<file path="src/rtl/freq_report_ctrl.sv">
// Command/report sequencer: decodes host commands, snapshots {high_cnt,low_cnt} and drives the TX handshake.
// Define FREQ_REPORT_CHECKSUM_EN to append a {seq, 8'h00, xor8, 8'hC5} checksum word to every report.
module freq_report_ctrl #(
    parameter int                    DATA_WIDTH     = 32,
    parameter logic [DATA_WIDTH-1:0] CMD_SINGLE     = 32'hFFFFA5A5,
    parameter logic [DATA_WIDTH-1:0] CMD_STREAM_ON  = 32'hFFFF5A01,
    parameter logic [DATA_WIDTH-1:0] CMD_STREAM_OFF = 32'hFFFF5A00,
    parameter int                    REPORT_PERIOD  = 50_000_000
) (
    input  logic                  clk,
    input  logic                  rst_n,
    input  logic [DATA_WIDTH-1:0] rx_data,
    input  logic                  rx_done,
    input  logic [15:0]           high_cnt,
    input  logic [15:0]           low_cnt,
    input  logic                  tx_done,
    output logic [DATA_WIDTH-1:0] tx_data,
    output logic                  send_en,
    output logic                  streaming,
    output logic                  overrun
);

    localparam int CW = $clog2(REPORT_PERIOD);
    localparam logic [CW-1:0] CNT_LAST = CW'(REPORT_PERIOD - 1);

`ifdef FREQ_REPORT_CHECKSUM_EN
    typedef enum logic [2:0] {
        S_IDLE, S_LATCH, S_SEND, S_WAIT, S_CHK, S_CHK_SEND, S_CHK_WAIT
    } state_t;
`else
    typedef enum logic [2:0] {
        S_IDLE, S_LATCH, S_SEND, S_WAIT
    } state_t;
`endif

    state_t                  state_reg, state_next;
    logic [DATA_WIDTH-1:0]   tx_data_reg, tx_data_next;
    logic [CW-1:0]           cnt_reg, cnt_next;
    logic                    streaming_reg, streaming_next;
    logic                    pending_reg, pending_next;
    logic                    overrun_reg, overrun_next;
    logic                    cmd_single, cmd_on, cmd_off, wrap, request;
`ifdef FREQ_REPORT_CHECKSUM_EN
    logic [7:0]              seq_reg, seq_next;
    logic [7:0]              xor8;
`endif

    assign cmd_single = rx_done && (rx_data == CMD_SINGLE);
    assign cmd_on     = rx_done && (rx_data == CMD_STREAM_ON);
    assign cmd_off    = rx_done && (rx_data == CMD_STREAM_OFF);
    // A stream command in the same cycle overrides the wrap, so only one request is raised.
    assign wrap       = streaming_reg && (cnt_reg == CNT_LAST) && !cmd_on && !cmd_off;
    assign request    = cmd_single || cmd_on || wrap;

    always_comb begin
        cnt_next       = cnt_reg;
        streaming_next = streaming_reg;
        if (cmd_on) begin
            cnt_next       = '0;
            streaming_next = 1'b1;
        end else if (cmd_off) begin
            cnt_next       = '0;
            streaming_next = 1'b0;
        end else if (streaming_reg) begin
            cnt_next = (cnt_reg == CNT_LAST) ? '0 : cnt_reg + CW'(1);
        end
    end

    always_comb begin
        pending_next = pending_reg;
        overrun_next = overrun_reg;
        if (cmd_off) begin
            pending_next = 1'b0;
            overrun_next = 1'b0;
        end else if (state_reg == S_IDLE) begin
            // Leaving IDLE consumes the queued request; a fresh one in the same cycle takes its slot.
            pending_next = pending_reg && request;
        end else if (request) begin
            if (pending_reg) overrun_next = 1'b1;
            else             pending_next = 1'b1;
        end
    end

`ifdef FREQ_REPORT_CHECKSUM_EN
    assign xor8 = tx_data_reg[31:24] ^ tx_data_reg[23:16] ^ tx_data_reg[15:8] ^ tx_data_reg[7:0];
`endif

    always_comb begin
        state_next   = state_reg;
        tx_data_next = tx_data_reg;
`ifdef FREQ_REPORT_CHECKSUM_EN
        seq_next     = seq_reg;
`endif
        case (state_reg)
            S_IDLE:  if (request || pending_reg) state_next = S_LATCH;
            S_LATCH: begin
                tx_data_next = {high_cnt, low_cnt};
                state_next   = S_SEND;
            end
            S_SEND:  state_next = S_WAIT;
`ifdef FREQ_REPORT_CHECKSUM_EN
            S_WAIT:  if (tx_done) state_next = S_CHK;
            S_CHK: begin
                tx_data_next = {seq_reg, 8'h00, xor8, 8'hC5};
                seq_next     = seq_reg + 8'd1;
                state_next   = S_CHK_SEND;
            end
            S_CHK_SEND: state_next = S_CHK_WAIT;
            S_CHK_WAIT: if (tx_done) state_next = S_IDLE;
`else
            S_WAIT:  if (tx_done) state_next = S_IDLE;
`endif
            default: state_next = S_IDLE;
        endcase
    end

    always_ff @(posedge clk or negedge rst_n) begin
        if (!rst_n) begin
            state_reg     <= S_IDLE;
            tx_data_reg   <= '0;
            cnt_reg       <= '0;
            streaming_reg <= 1'b0;
            pending_reg   <= 1'b0;
            overrun_reg   <= 1'b0;
`ifdef FREQ_REPORT_CHECKSUM_EN
            seq_reg       <= 8'd0;
`endif
        end else begin
            state_reg     <= state_next;
            tx_data_reg   <= tx_data_next;
            cnt_reg       <= cnt_next;
            streaming_reg <= streaming_next;
            pending_reg   <= pending_next;
            overrun_reg   <= overrun_next;
`ifdef FREQ_REPORT_CHECKSUM_EN
            seq_reg       <= seq_next;
`endif
        end
    end

`ifdef FREQ_REPORT_CHECKSUM_EN
    assign send_en   = (state_reg == S_SEND) || (state_reg == S_CHK_SEND);
`else
    assign send_en   = (state_reg == S_SEND);
`endif
    assign tx_data   = tx_data_reg;
    assign streaming = streaming_reg;
    assign overrun   = overrun_reg;

endmodule

</file>
<file path="config.mk">
export PLATFORM = sky130hd
export DESIGN_NAME = freq_report_ctrl
export DESIGN_NICKNAME = d
export VERILOG_FILES = /design/src/rtl/freq_report_ctrl.sv
export SDC_FILE = /design/constraint.sdc
export NUM_CORES = 1
export LEC_CHECK = 0
export ABC_AREA = 0
export BUFFER_PORTS_ARGS = -buffer_cell sky130_fd_sc_hd__buf_4
export CAP_MARGIN = 20
export CORE_ASPECT_RATIO = 1.75
export CORE_MARGIN = 1.5
export CORE_UTILIZATION = 40
export DETAILED_ROUTE_END_ITERATION = 8
export PLACE_DENSITY = 0.71
export SETUP_SLACK_MARGIN = 0.2
export SYNTH_ARGS = -nofsm -noshare
export SYNTH_HDL_FRONTEND = slang
export SYNTH_SLANG_ARGS = --single-unit
</file>
<file path="constraint.sdc">
create_clock -name clk -period 6.8 [get_ports clk]
set_clock_uncertainty 0.2 [all_clocks]
set_input_delay 1.7 -clock clk [delete_from_list [all_inputs] [get_ports clk]]
set_output_delay 1.7 -clock clk [all_outputs]
set_load 0.02 [all_outputs]
</file>
==> impl_metrics.json <==
{
  "grt_first_pass_wirelength_um": 12500,
  "avgRoutedWirePerCell_um": 15.2,
  "synth_area_per_cell_um2": 10.6,
  "synth_edf_count": 0,
  "num_rows": 42,
  "power.switching_mw": 0.504,
  "viasPerCell": 5.48,
  "pwr-share-clk": 0.306,
  "final_net_count": 474,
  "hold_path_class": "reg -> reg",
  "cts.sinks": 63,
  "period_share": 0.565,
  "start_util": 0.415,
  "synth_top_flop_cell": "dfrtp_1",
  "power_density_nw_per_um2": 371,
  "die-area_um2": 8470,
  "die_x_um": 70.2,
  "syn_area_um2": 3160,
  "min_to": "cnt_reg[14]",
  "path_max_fanout": 21,
  "routabilityCongestion": 0.799,
  "drive_gt1_frac": 0.400,
  "clkTransAtPathRegs_ns": 0.05,
  "start_kind": "input port",
  "cp_slowest_stage_delay_ns": 0.58,
  "hold_buffers": 0,
  "drtPass1Iterations": 6,
  "synthCells": 298,
  "synth.yosys.seq_area_share": 0.498,
  "holdCritStartpoint": "cnt_reg[14]",
  "n_antenna_cell": 0,
  "async_flop_share": 1.00,
  "grt-ovfl-total": 0,
  "slew_headroom": 0.476,
  "crit_path_start": "rx_data[5]",
  "ant_nets": 0,
  "fin_crit_ns": 3.84,
  "routed_wl_um": 7500,
  "crit_top_cell": "and4_1",
  "hold_path_depth": 1,
  "maxSlewViolCount": 0,
  "path_class": "in -> reg",
  "antenna_found_initial": 0,
  "vias": 2701,
  "worst_slack_ns": 2.96,
  "cp.required_ns": 6.82,
  "post_cts_buffers": 0,
  "track_usage": 0.185,
  "cts_tree": "done",
  "cp_slowest_cell": "and4_1",
  "drc": 0,
  "cp_cell_sequence": "buf_4 -> nor4_1 -> and4_1 -> and4_1 -> or2_1 -> o21ai_0 -> a21o_1",
  "ctsResizeCount": 0,
  "fin_setup_tns_ns": 0,
  "place_ws_ns": 2.62,
  "dp_hpwl_um": 5480,
  "htree_levels": 3,
  "final_cell_mix": "buf_4 (105), dfrtp_1 (63), mux2_2 (33)",
  "pwr-share-comb": 0.360,
  "p_int_mw": 1.10,
  "final_common_cell": "buf_4",
  "maxCapViolations": 0,
  "root_buffer": "clkbuf_16",
  "p_leak_nw": 1.96,
  "rr_startpoint": "cnt_reg[8]",
  "crit_path_end_kind": "flop",
  "cp.arrival_ns": 3.87,
  "cts_buffers": 9,
  "r2r_cells": 6,
  "syn-num-nets": 372,
  "max_freq_mhz": 260,
  "largest_reg_flops": 32,
  "fill_cells": 666,
  "syn2layout_area_growth_pct": 36.9,
  "final-hold-violation-count": 0,
  "critPathTopFamily": "simple AND/OR/NAND/NOR gates",
  "r2r-end": "cnt_reg[19]",
  "insertion_delay_ns": 0.33,
  "ir_worst_vdd_v": 0.000197,
  "ys.warnings.count": 0,
  "clockBufferDepth": 2,
  "rsz0062_at_grt": "no",
  "grt_max_degree": 64,
  "grt_pass1_vias": 2777,
  "portBuffers": 102,
  "setup_viol_count_final": 0,
  "die_y_um": 121,
  "worst_pin_slew_ns": 0.786,
  "ys_types": 47,
  "synth_seq_cells": 63,
  "status": "finished clean",
  "drtIter0Drc": 95,
  "cp_num_buf_inv": 1,
  "ios": 103,
  "seq_power_share": 0.335,
  "rrSetupSlack_ns": 3.95,
  "coreArea_um2": 7620,
  "switching_share": 0.314
}
==> metrics by stage <==
step           hold slack [ns]  instances  total power [mW]  utilization  instance area (um^2)
5_1_grt                  0.320        493              1.69        0.568                  4330
4_1_cts                  0.296        492              1.63        0.567                  4320
3_5_place_dp             0.286        476              1.13        0.525                  4000
2_1_floorplan            0.252        298             0.885            -                  3160
6_report                 0.296        493              1.61        0.568                  4330
3_3_place_gp             0.273        476              1.11        0.525                  4000
==> metal layers <==
metal	vias up	track usage	routed length, um
li1	1296	-	-
met2	106	0.335	3950
met5	-	0	0
met1	1286	0.198	2920
met4	0	0.0793	145
met3	13	0.0525	484
==> power groups by stage <==
| stage | logic [mW] | clock network, mW | registers (mW) |
|---|---|---|---|
| 2_1_floorplan | 0.222 | 0 | 0.663 |
| 3_3_place_gp | 0.571 | 0 | 0.538 |
| 3_5_place_dp | 0.583 | 0 | 0.545 |
| 4_1_cts | 0.586 | 0.504 | 0.539 |
| 5_1_grt | 0.614 | 0.520 | 0.552 |
| 6_report | 0.578 | 0.491 | 0.537 |
==> cells in the mapped netlist (7+ instances only) <==
library cell / instances / area, um^2
or3_1: 11 / 68.8
nor2_1: 13 / 48.8
a21oi_1: 13 / 65.1
nand2_1: 15 / 56.3
nand3_1: 17 / 85.1
clkbuf_1: 9 / 33.8
nor3_1: 7 / 35.0
o21ai_0: 22 / 110
mux2_2: 33 / 372
dfrtp_1: 63 / 1580
inv_1: 14 / 52.6
nand4_1: 7 / 43.8
==> cell type report <==
cell class                      instances  area [um^2]  area share
Timing Repair Buffer                  105          788       0.182
Multi-Input combinational cell        207         1480       0.342
Sequential cell                        63         1580       0.364
Clock buffer                            9          225      0.0520
Inverter                               14         52.6      0.0121
Clock inverter                          7         97.6      0.0225
Tap cell                               88          110      0.0254
==> worst max path at each step <==
stage | cells after the start | end
after floorplan | 6 | streaming
after global placement | 7 | cnt_reg[11]
after detailed placement | 7 | cnt_reg[15]
after CTS | 7 | cnt_reg[18]
after global routing | 7 | cnt_reg[12]
final | 7 | cnt_reg[19]
==> cells by family (layout without fill, tap and decap cells) <==
kind of cell	after synthesis	after routing	synth area share
and+or+nand+nor	107	107	0.195
DFF	63	63	0.498
AOI/OAI and AO/OA	57	57	0.119
muxes	35	35	0.125
buffers and inverters	28	135	0.0336
adders and majority gates	6	6	0.0237
xor gates and xnor gates	2	2	0.00554
No activity file was read; power rests on OpenSTA's default activity.
